## config.mk

```make
export PLATFORM = sky130hd
export DESIGN_NAME = core_fetch_ctrl
export DESIGN_NICKNAME = d
export VERILOG_FILES = /design/src/rtl/core_fetch_ctrl.sv
export SDC_FILE = /design/constraint.sdc
export NUM_CORES = 1
export LEC_CHECK = 0
export CORE_MARGIN = 4
export CORE_UTILIZATION = 35
export CTS_CLUSTER_DIAMETER = 100
export DETAILED_ROUTE_END_ITERATION = 7
export HOLD_SLACK_MARGIN = 0.03
export SYNTH_ARGS = -nofsm -noshare
export SYNTH_HDL_FRONTEND = slang
export SYNTH_SLANG_ARGS = --single-unit
```

## constraint.sdc

```tcl
create_clock -name clk -period 2.25 [get_ports clk]
set_clock_uncertainty 0.2 [all_clocks]
set_input_delay 0.45 -clock clk [delete_from_list [all_inputs] [get_ports clk]]
set_output_delay 0.45 -clock clk [all_outputs]
set_load 0.02 [all_outputs]
```

## src/rtl/core_fetch_ctrl.sv

```systemverilog
// Instruction-fetch control: owns the PC, keeps a single imem request in flight,
// presents fetched instructions to decode and redirects on taken branches/jumps.
module core_fetch_ctrl #(
    parameter logic [31:0] RESET_PC  = 32'h0000_0000,
    parameter logic [31:0] NOP_INSTR = 32'h0000_0013
) (
    input  logic        clk,
    input  logic        rst_n,
    input  logic        ex_valid,
    input  logic        ex_brnch_taken,
    input  logic        ex_jump,
    input  logic [31:0] ex_target,
    input  logic        id_stall,
    output logic        imem_req,
    output logic [31:0] imem_addr,
    input  logic        imem_ack,
    input  logic [31:0] imem_rdata,
    output logic        if_valid,
    output logic [31:0] if_instr,
    output logic [31:0] if_pc,
    output logic        flush,
    output logic        misalign
);

    typedef enum logic [1:0] {
        FETCH = 2'd0,
        HOLD  = 2'd1,
        DROP  = 2'd2
    } state_t;

    state_t      state;
    logic [31:0] pend;
    logic        redirect;
    logic [31:0] target;

    assign redirect = ex_valid & (ex_brnch_taken | ex_jump);
    assign target   = {ex_target[31:2], 2'b00};

    // imem_addr doubles as the PC: it always names the next (or in-flight) fetch.
    always_ff @(posedge clk or negedge rst_n) begin
        if (!rst_n) begin
            state     <= FETCH;
            pend      <= 32'h0000_0000;
            imem_req  <= 1'b0;
            imem_addr <= RESET_PC;
            if_valid  <= 1'b0;
            if_instr  <= NOP_INSTR;
            if_pc     <= RESET_PC;
            flush     <= 1'b0;
            misalign  <= 1'b0;
        end else begin
            flush    <= redirect;
            misalign <= redirect & (ex_target[1:0] != 2'b00);
            case (state)
                FETCH: begin
                    if (imem_req) begin
                        if (imem_ack) begin
                            if (redirect) begin
                                imem_addr <= target;
                                if_valid  <= 1'b0;
                                if_instr  <= NOP_INSTR;
                            end else if (id_stall && if_valid) begin
                                // Decode still owns the held slot: drop this data and
                                // refetch the same PC once the stall clears.
                                imem_req <= 1'b0;
                                state    <= HOLD;
                            end else begin
                                if_valid  <= 1'b1;
                                if_instr  <= imem_rdata;
                                if_pc     <= imem_addr;
                                imem_addr <= imem_addr + 32'd4;
                                if (id_stall) begin
                                    imem_req <= 1'b0;
                                    state    <= HOLD;
                                end
                            end
                        end else if (redirect) begin
                            pend     <= target;
                            state    <= DROP;
                            if_valid <= 1'b0;
                            if_instr <= NOP_INSTR;
                        end else if (!id_stall) begin
                            if_valid <= 1'b0;
                            if_instr <= NOP_INSTR;
                        end
                    end else begin
                        imem_req <= 1'b1;
                        if (redirect) begin
                            imem_addr <= target;
                            if_valid  <= 1'b0;
                            if_instr  <= NOP_INSTR;
                        end
                    end
                end
                HOLD: begin
                    if (redirect) begin
                        imem_addr <= target;
                        imem_req  <= 1'b1;
                        state     <= FETCH;
                        if_valid  <= 1'b0;
                        if_instr  <= NOP_INSTR;
                    end else if (!id_stall) begin
                        imem_req <= 1'b1;
                        state    <= FETCH;
                        if_valid <= 1'b0;
                        if_instr <= NOP_INSTR;
                    end
                end
                DROP: begin
                    // Wrong-path request still in flight; the latest redirect wins.
                    if (imem_ack) begin
                        imem_addr <= redirect ? target : pend;
                        state     <= FETCH;
                    end else if (redirect) begin
                        pend <= target;
                    end
                end
                default: begin
                    state <= FETCH;
                end
            endcase
        end
    end

endmodule
```

==> results.md, run 1 <==
- The clock tree synthesis step divided the H-tree into 4 levels.
- The path class of the tightest hold or removal check is flop to flop.
- In this run the clock root is driven by a clkbuf_16.
- The die covers 22,090 um2.
- In the routed layout, each cell is associated on average with a via count of 5.525.
- Global routing consumed, over all layers together, 21.29% of the routing resources.
- The routed layout has 6,652 vias.
- The launching element type of the critical path is a flop.
- The total count of max-transition violations in the final report is 0.
- The post-placement cell area is 9738 um2.
- Static timing analysis puts the maximum clock frequency at 0.4559 GHz.
- The number of design rule violations left after detail routing is 0.
- The clock tree from TritonCTS is built.
- Setup slack closes at 56.75 ps.
- In this run, synthesis inferred 0 flip-flops with an integrated enable.
- From bottom edge to top edge, the die measures 148.6 um.
- The part of the cycle the worst path needs is 97.48%.
- The mean cell area of the mapped netlist is 10.26 um2.
- The slowest library cell on the worst path is dfrtp_1.
- The post-synthesis net count is 751.
- The prevailing post-synth register cell is dfrtp_1.
- The worst-margin pin slew is 481.6 ps.
- The number of top-level pins is 171.
- Setup repair after global routing could not meet its margin everywhere.
- The worst-case IR drop observed on VDD is 0.7525 mV.
- Setup violations remaining at the end of the flow were counted as 0.
- The number of clock sinks is 134.
- The initial standard-cell utilization of the core is 35.57%.
- The proportion of layout cells with a drive suffix above 1 is 26.09%.
- The clock-pin transition on the worst setup and hold timing paths is 60 ps.
- Entering global routing, the biggest net connects 46 pins.
- The insertion delay to the later sink of the worst-skew pair is 430 ps.
- The total area inside the core boundary comes to 19,460 um2.
- The share of flip-flops with an asynchronous set or reset is 100.0%.
- The first routing iteration left 539 violations.
- The wire length per cell is 19.65 um.
- The signal arrival time at the worst endpoint is 2300 ps.
- The classification of the worst setup path is flop to flop.
- The largest fanout of any net on the critical path is 6.
- The signal on the critical path passes through inv_2, buf_4, ha_4, and2_4, buf_6, a22o_4, a221oi_4, a211oi_2, a221o_1.
- The count of placed standard cells in the final layout, fillers left out is 1,204.
- Power spread over the standard cell area amounts to 1509 nW/um2.
- The synthesized design contains 134 register bits.
- In this run the static leakage power is 4.661 nW.
- In this run the tightest slew margin relative to its limit is 67.89%.
- The growth of design area from synthesis to finish is 51.92%.
- Including well taps, the total number of placed cells is 1,169.
- The initial antenna violation count is 0.
- The final-stage net count is 1,002.
- The via count of the first global-routing pass is 6,908.
- The sequential fraction of the synthesis area is 48.49%.
- The largest single stage delay on the critical path is 360 ps.
- The worst path needs 2193 ps of the cycle, external delays included.
- The final hold violation count is 0.
- Counting along the longest clock path gives a buffer depth of 2.
- The final weighted congestion in routability-driven placement is 0.8653.
- The Yosys step of the flow raised 0 warnings.
- The flow ran to the end, and the final reports show no timing, DRC or antenna violations.
- Synthesis instantiated 67 different standard cells from the library.
- The width of the chip is 148.6 um.
- Before antenna repair, the detailed router went through 5 iterations.
- The leftover overflow at the end of global routing is 0.
- At the worst endpoint, the required time is 2360 ps.
- The number of buffers created by CTS is 17.
- The number of diodes is 0.
- At the placement stage, the worst setup path has a slack of -453.4 ps.
- The tool flagged a number of max-cap violations equal to 0.
- The first-pass GRT wire length is 37,250 um.
- Port buffering added 170 buffers.
- The post-route antenna net violation count is 0.
- The area of the mapped netlist is 6923 um2.
- The finished cells cover 10,520 um2.
- The estimated wirelength of the detail-placed design is 17,100 um.
- The routed design has 23,660 um of wire.
- In the layout the commonest cells are clkdlybuf4s50_1, dfrtp_1, buf_4.
- The kind of capture point of the worst setup path is a flop.
- Leaving out fill and tap cells, the most frequent cell in the layout is clkdlybuf4s50_1.
- Synthesis handed over a netlist of 675 instances.
- The floorplan has 51 rows.
==> critical path, delay by kind of cell, from the launching register on <==
family,cells,cell delay [ps]
AOI/OAI and AO/OA,4,840
adders and majority gates,1,170
buffers and inverters,3,330
DFF,1,360
and+or+nand+nor,1,160
==> cell families after synthesis <==
logic type / count (synthesis) / share of synthesized area, %
compound gates: 205 / 21.80
xor+xnor: 2 / 0.2531
fa+ha+maj: 5 / 0.9037
buf+inv: 79 / 4.609
flops: 134 / 48.49
mux: 60 / 9.669
simple gates: 190 / 14.28
==> per-stage QoR <==
| step | hold slack [ps] | utilization (%) | total power [W] | setup TNS [ps] |
|---|---|---|---|---|
| after floorplan | -45.59 | - | 0.008760 | 0 |
| after global placement | 231.4 | 50.04 | 0.01279 | -29620 |
| after detailed placement | 227.3 | 50.04 | 0.01300 | -32990 |
| after CTS | 276.4 | 53.14 | 0.01574 | 0 |
| after global routing | 291.0 | 54.04 | 0.01681 | -36.33 |
| final | 273.0 | 54.04 | 0.01587 | 0 |
==> cell type report <==
class                   count  area (um2)
fillers                  1722        8945
multi-input cells         462        3448
flip-flops and latches    134        3357
repair buffers            288        2745
clock buffers              19       452.9
well taps                 265       331.6
clock inverters            13       96.34
inverters                  23       86.33
==> report_power, final <==
part,switching [W],internal (W)
Clock,0.00112,0.00148
Sequential,0.000694,0.00351
Combinational,0.00472,0.00435
Total,0.00653,0.00934
==> state kept, by name, summed over array words and instances (netlist names) <==
register and flops:
imem_addr 32, state 2, if_valid 1, misalign 1
pend 32, if_pc 32, if_instr 32, imem_req 1
flush 1
==> cells in the mapped netlist (4+ instances only) <==
cell type  instances  area (um2)
a22oi_1           19       142.6
mux2_2            55       619.3
inv_1             22       82.58
nor3_1            12       60.06
mux2i_1            5       50.05
dfrtp_1          131        3278
buf_1             11       41.29
nand3_1           20       100.1
and4_1             5       43.79
a22o_1            47       411.6
o31ai_1            6       45.04
o22ai_1            8       50.05
nand2_1           55       206.5
o31a_1             5       43.79
buf_2             17       85.08
a31oi_1           15       93.84
a21o_1             4       30.03
nand4_1           16       100.1
a221oi_1           8       70.07
ha_1               5       62.56
a21oi_1           20       100.1
and3_1             7       43.79
o21ai_0           30       150.1
nand2b_1           6       37.54
clkbuf_1          27       101.4
a221o_1            5       50.05
nor2_1            44       165.2
==> repair_timing <==
item / 4_1_cts / 5_1_grt
resized for setup: 19 / 45
hold buffers: 1 / 0
pin swaps: 0 / 10
hold endpoints to repair: 38 / 0
cloned: 0 / 1
endpoints found under the setup margin: 33 / 73
setup buffers: 0 / 1
==> path summary, 6_finish.rpt <==
path | slack, ps | to | start | depth (start not counted)
worst max register to register | 60 | imem_addr[28] | state[1] | 9
worst min register to register | 270 | if_instr[4] | if_instr[4] | 2
worst max-delay path | 60 | imem_addr[28] | state[1] | 9
min in group asynchronous | 340 | if_pc[22] | rst_n | 2
worst min-delay path | 270 | if_instr[4] | if_instr[4] | 2
max in group asynchronous | 790 | imem_addr[10] | rst_n | 3
==> per-layer routing <==
layer | vias up | part of all wire (%) | global-route usage [%] | wire (um)
met5 | - | 0 | 0 | 0
met4 | 0 | 2.5 | 8.129 | 584
met3 | 44 | 6.6 | 4.723 | 1572
met2 | 267 | 49 | 35.08 | 11640
met1 | 3285 | 42 | 27.45 | 9866
li1 | 3056 | - | - | -
Note: power is estimated with default switching activity, not from simulation.
==> run 2, diff against run 1 <==
==> constraint.sdc (replaced) <==
create_clock -name clk -period 2.25 [get_ports clk]
set_clock_uncertainty 0.2 [all_clocks]
set_input_delay 0.225 -clock clk [delete_from_list [all_inputs] [get_ports clk]]
set_output_delay 0.225 -clock clk [all_outputs]
set_load 0.02 [all_outputs]
==> results.md, run 2 (synthesis results as in run 1) <==
- The worst slew slack as a fraction of its limit is 62.12%.
- Pin placement for this block handled 171 I/O pins.
- The total wire length is 24,020 um.
- The internal reg-to-reg setup slack is 40 ps.
- The pin count of the biggest net entering global routing is 58.
- The detailed router finished its first iteration with 783 violations.
- The endpoint of the worst-slack reg-to-reg timing path is imem_addr[28].
- Setup repair after global routing could not meet its margin everywhere.
- The detailed-routing iteration count for the pre-antenna-repair pass is 6.
- Detailed placement finished with a half-perimeter wire length of 17,120 um.
- The leftover overflow at the end of global routing is 0.
- By startpoint and endpoint, the worst setup path is classified as flop to flop.
- The share of total power in combinational logic is 57.1%.
- The initial standard-cell utilization of the core is 35.57%.
- STA classifies the critical path startpoint as a flop.
- After filler insertion, the fill cell instance count of the layout stands at 1,662.
- Across every metal layer, demand over resource in global routing totals 21.28%.
- The worst setup path is captured at a flop.
- Input and output buffers added on the ports amount to 170.
- The flow ran to the end, and the final reports show no timing, DRC or antenna violations.
- The per-cell via count in the routed design is 5.618.
- The share of the core filled with cells is 55.01%.
- The post-route antenna net violation count is 0.
- The startpoint of the lowest-slack hold path is imem_rdata[0].
- The final weighted congestion in routability-driven placement is 0.9053.
- In the final timing run, aggregate negative setup slack is 0 ps.
- The repair_antennas step left the layout with diodes totalling 0.
- The number of maximum-capacitance constraint violations is 0.
- VDD sags by at most 0.6968 mV.
- The clock period could shrink to 2215 ps.
- The signal arrival time at the worst endpoint is 2310 ps.
- Of all nets on the critical path, the largest fanout is 5.
- TritonCTS created 17 clock buffers.
- In this run the power spent charging and discharging nets is 0.006686 W.
- The maximum clock path buffer count is 2.
- The startpoint of the worst setup timing path is state[1].
- At the pin with the least slew margin, the transition time is 568.2 ps.
- From bottom edge to top edge, the die measures 148.6 um.
- The cell internal power dissipation is 0.01009 W.
- The top cell types in the final layout, fill and taps aside, are clkdlybuf4s50_1, dfrtp_1, buf_4.
- The via count of the first global-routing pass came to 6,799.
- The via count is 6,809.
- Net switching is 39.85% of the power.
- The CTS H-tree depth is 4.
- The clock-pin transition on the worst setup and hold timing paths is 60 ps.
- The number of clock sinks is 134.
- In the finished design, the share of the clock period the worst path needs comes to 98.44%.
- Leaving out fill and tap cells, the most frequent cell in the layout is clkdlybuf4s50_1.
- The post-route netlist has 26.82% of its cells at a drive strength greater than 1.
- Measured along the x axis, the die boundary spans 148.6 um.
- Derived from the worst setup path, the maximum achievable clock frequency is 0.4515 GHz.
- The depth of the most critical reg-to-reg path is 9.
- The post-placement cell area is 9753 um2.
- Following the worst setup path forward leads to its endpoint at imem_addr[28].
- Dividing the detail-routed wire length by the instance count gives 19.82 um.
- The slowest library cell on the worst path is dfrtp_1.
- The die covers 22,090 um2.
- The net count of the finished layout is 1,010.
- The class of the most critical hold timing path is input port to flop.
- The leakage power is 4.574 nW.
- TritonCTS built the clock tree.
- The total count of max-transition violations in the final report came to 0.
- The peak per-stage delay on the critical path is 360 ps.
- CTS placed an instance of clkbuf_16 at the clock tree root.
- For the worst-skew pair, the clock arrives at the later sink with an insertion delay of 420 ps.
- The share of power burned in the clock network is 17.8%.
- The sequential share of power is 25.1%.
- For the worst setup path, the data required time is 2340 ps.
- Traced cell by cell, the critical path runs through inv_2, buf_4, ha_4, and2_4, buf_6, a22o_1, a221oi_2, a211oi_1, a221o_1.
- After floorplanning, the core was divided into 51 placement rows.
- The initial antenna violation count is 0.
- The area of the core is 19,460 um2.
- The first global-routing pass estimated 37,250 um of wire.
- The start of the worst register-to-register path is state[1].
- The final hold violation count is 0.
- The number of design rule violations left after detail routing is 0.
- The growth of design area from synthesis to finish is 54.65%.
- The setup-violating endpoint count in the final report is 0.
- After routing the design area is 10,710 um2.
- The power density of the placed cells is 1567 nW/um2.
-- run 2: power groups by stage --
stage          clock, W  combinational [W]  sequential (W)
2_1_floorplan         0            0.00363         0.00513
3_3_place_gp          0            0.00868         0.00417
3_5_place_dp          0            0.00885         0.00422
4_1_cts         0.00305            0.00902         0.00421
5_1_grt         0.00313             0.0102         0.00436
6_report        0.00298            0.00958         0.00422
-- run 2: cell type report --
| type | instances | area [um2] | share of cell area, % |
|---|---|---|---|
| Multi-Input combinational cell | 462 | 3443 | 32.16 |
| Sequential cell | 134 | 3357 | 31.35 |
| Timing Repair Buffer | 296 | 2859 | 26.70 |
| Clock buffer | 17 | 425.4 | 3.973 |
| Tap cell | 265 | 331.6 | 3.097 |
| Clock inverter | 15 | 203.9 | 1.905 |
| Inverter | 23 | 86.33 | 0.8064 |
-- run 2: timing repair --
action                                 4_1_cts  5_1_grt
endpoints found under the hold margin       99        0
setup endpoints to repair                   31       42
pin swaps                                    2        6
hold buffers                                 1        0
resized for setup                           18       29
gates cloned                                 0        2
buffers inserted                             0       11
-- run 2: worst min-delay path by stage --
stage | to | slack [ps] | cells past startpoint
after global routing | if_instr[4] | 140 | 3
final | if_instr[0] | 120 | 3
after detailed placement | if_pc[23] | 30 | 1
after floorplan | flush | -270 | 0
after CTS | if_instr[0] | 110 | 3
after global placement | if_pc[23] | 40 | 1
-- run 2: stage by stage --
step	instances	hold WS [ps]	worst slack (ps)	total power (W)
5_1_grt	1212	143.9	-49.86	0.01770
4_1_cts	1199	109.5	6.251	0.01628
3_3_place_gp	1166	36.77	-147.2	0.01285
2_1_floorplan	675	-270.6	4.797	0.008760
3_5_place_dp	1166	33.08	-209.6	0.01308
6_report	1212	123.5	35.11	0.01678
-- run 2: critical path: cells and delay by family (launching register included) --
family / cells / cell delay (ps)
buf+inv: 3 / 330
compound gates: 4 / 860
simple gates: 1 / 160
fa+ha+maj: 1 / 180
flops: 1 / 360
-- run 2: per-layer routing --
metal	global-route usage, %	wire [um]	vias up	part of all wire, %
met5	0	0	-	0
met4	7.298	476	0	2.0
met3	4.144	1870	43	7.8
met2	35.80	11890	348	49
met1	27.54	9789	3355	41
li1	-	-	3063	-
==> run 3, diff against run 2 <==
--- a/config.mk
+++ b/config.mk
@@ -9,6 +9,7 @@
 export CORE_UTILIZATION = 35
 export CTS_CLUSTER_DIAMETER = 100
 export DETAILED_ROUTE_END_ITERATION = 7
+export GPL_TIMING_DRIVEN = 0
 export HOLD_SLACK_MARGIN = 0.03
 export SYNTH_ARGS = -nofsm -noshare
 export SYNTH_HDL_FRONTEND = slang
==> results.md, run 3 (synthesis results as in run 1) <==
- The fmax is 0.4373 GHz.
- The pin count of the biggest net entering global routing is 95.
- For the worst setup path, the data arrival time is 2380 ps.
- The total count of max-transition violations in the final report was 0.
- The launching element type of the critical path is a flop.
- Leaving out fill and tap cells, the most frequent cells in the layout are clkdlybuf4s50_1, dfrtp_1, mux2_2.
- 0 antenna diodes ended up in the layout.
- The endpoint of the worst-slack reg-to-reg timing path is imem_addr[13].
- The height of the chip is 148.6 um.
- The routing usage on met3 is 5.698%.
- The worst path in the final design needs a cycle of 2287 ps, including I/O delays and setup.
- Routability-driven placement finished with a final weighted congestion of 0.8851.
- Adding up every negative setup slack in the final design gives -36.58 ps.
- The area of the core is 19,460 um2.
- The maximum VDD drop is 0.9158 mV.
- The via count is 6,709.
- The flow ran to the end, but the final reports show violations.
- The final-stage net count is 967.
- The setup-violating endpoint count in the final report is 1.
- TritonCTS built the clock tree.
- The classification of the worst setup path is flop to flop.
- The per-cell via count in the routed design is 5.744.
- The global-route usage over all layers is 22.09%.
- The cell chosen for the clock root is clkbuf_16.
- During I/O placement, the number of pins put on the boundary was 171.
- The initial standard-cell utilization of the core is 35.57%.
- Setup repair after global routing could not meet its margin everywhere.
- The depth of the most critical reg-to-reg path is 7.
- In this run the worst hold path is classified as input port to async pin.
- The overall power of the completed layout is 0.01576 W.
- The width of the chip is 148.6 um.
- The initial antenna violation count is 0.
- The worst setup path is captured at a flop.
- In the final routed layout, each cell accounts on average for 21.24 um.
- The leftover overflow at the end of global routing is 0.
- The die covers 22,090 um2.
- The worst-margin pin slew is 511.2 ps.
- The number of design rule violations left after detail routing is 0.
- Max-cap violations in this run came to 0.
- Buffers placed on the I/O ports in this run total 169.
- The maximum clock path buffer count is 2.
- The area growth from synthesis to layout is 47.62%.
- The busiest layer in global routing is met2.
- After routing the design area is 10,220 um2.
- Headroom to the max-slew limit came out at 65.92%.
- For this run, the detailed router's first-pass iteration total came to 6.
- The final hold violation count was 0.
- The worst register-to-register path begins at state[0].
- The internal reg-to-reg setup slack is -40 ps.
- CTS saw 134 sinks.
- The leakage power is 4.275 nW.
- The first global-routing pass estimated 37,800 um of wire.
- The post-placement cell area is 8976 um2.
- The power density of the placed cells is 1542 nW/um2.
- The part of the cycle the worst path needs is 101.6%.
- The row count is 51.
- The post-route antenna net violation count is 0.
- The critical path data required time is 2340 ps.
- The via count of the first global-routing pass came to 6,597.
- The clock-pin transition on the worst setup and hold timing paths is 60 ps.
- After detailed routing, the total wire length is 24,810 um.
- The final reports fail on negative setup slack.
- In the final layout, the share of cells above drive strength 1 is 25.36%.
- Clock latency on the worst-skew pair, taken at its later pin, is 430 ps.
- For this run, global-route usage on met2 was measured as 34.62%.
- The estimated wirelength of the detail-placed design is 16,840 um.
- Once routing completed, OpenROAD measured the worst setup slack at -36.58 ps.
- The largest fanout of any net on the critical path is 10.
- The library cell used most frequently in the layout, excluding fill and tap cells, is clkdlybuf4s50_1.
- The H-tree was split into 4 levels.
- The detailed router finished its first iteration with 683 violations.
- Global routing used 29.64% of the available met1 tracks.
- The share of the core filled with cells is 52.51%.
- In this run, CTS created clock tree buffers numbering 17.
[run 3: timing repair]
action / in CTS / in global routing
hold buffers: 1 / 0
setup endpoints to repair: 133 / 113
hold endpoints to repair: 131 / 0
pin swaps: 9 / 13
gates resized for setup: 102 / 56
setup buffers: 15 / 16
[run 3: worst max-delay path by stage]
stage	startpoint	end	cells past startpoint
finish	state[0]	imem_addr[13]	7
global route	imem_addr[9]	imem_addr[31]	9
CTS	imem_addr[9]	imem_addr[29]	8
floorplan	state[0]	imem_addr[13]	9
detailed placement	ex_jump	imem_addr[9]	7
global placement	rst_n	if_pc[10]	1
[run 3: power breakdown]
part	internal (W)	switching, W	total (W)
Sequential	0.00352	0.000897	0.00441
Combinational	0.00394	0.00476	0.00869
Clock	0.00152	0.00113	0.00265
[run 3: metal layers]
| metal | share of wire [%] | vias up | wire length [um] |
|---|---|---|---|
| met3 | 9.5 | 65 | 2350 |
| met4 | 3.3 | 0 | 823 |
| met2 | 46 | 364 | 11540 |
| met5 | 0 | - | 0 |
| met1 | 41 | 3293 | 10100 |
| li1 | - | 2987 | - |
[run 3: final cells by class]
cell class | count | area (um2)
plain buffers | 51 | 385.4
clock buffers | 17 | 425.4
clock inverters | 14 | 128.9
fillers | 1776 | 9243
inverters | 23 | 88.84
multi-input cells | 462 | 3512
flip-flops and latches | 134 | 3364
well taps | 265 | 331.6
repair buffers | 202 | 1983
[run 3: worst max-delay path, cell delays in order (launching register included)]
cell	delay (ps)
dfrtp_1	420
inv_2	80
ha_4	360
clkbuf_4	270
buf_4	250
a21oi_1	70
a2111oi_1	370
o22ai_1	120
[run 3: per-stage QoR]
stage,worst slack (ps),hold slack [ps],cells
2_1_floorplan,4.797,-270.6,675
3_3_place_gp,-4942,258.1,1109
3_5_place_dp,-863.5,-32.35,1110
4_1_cts,0.7652,92.40,1153
5_1_grt,-72.85,108.0,1168
6_report,-36.58,78.54,1168
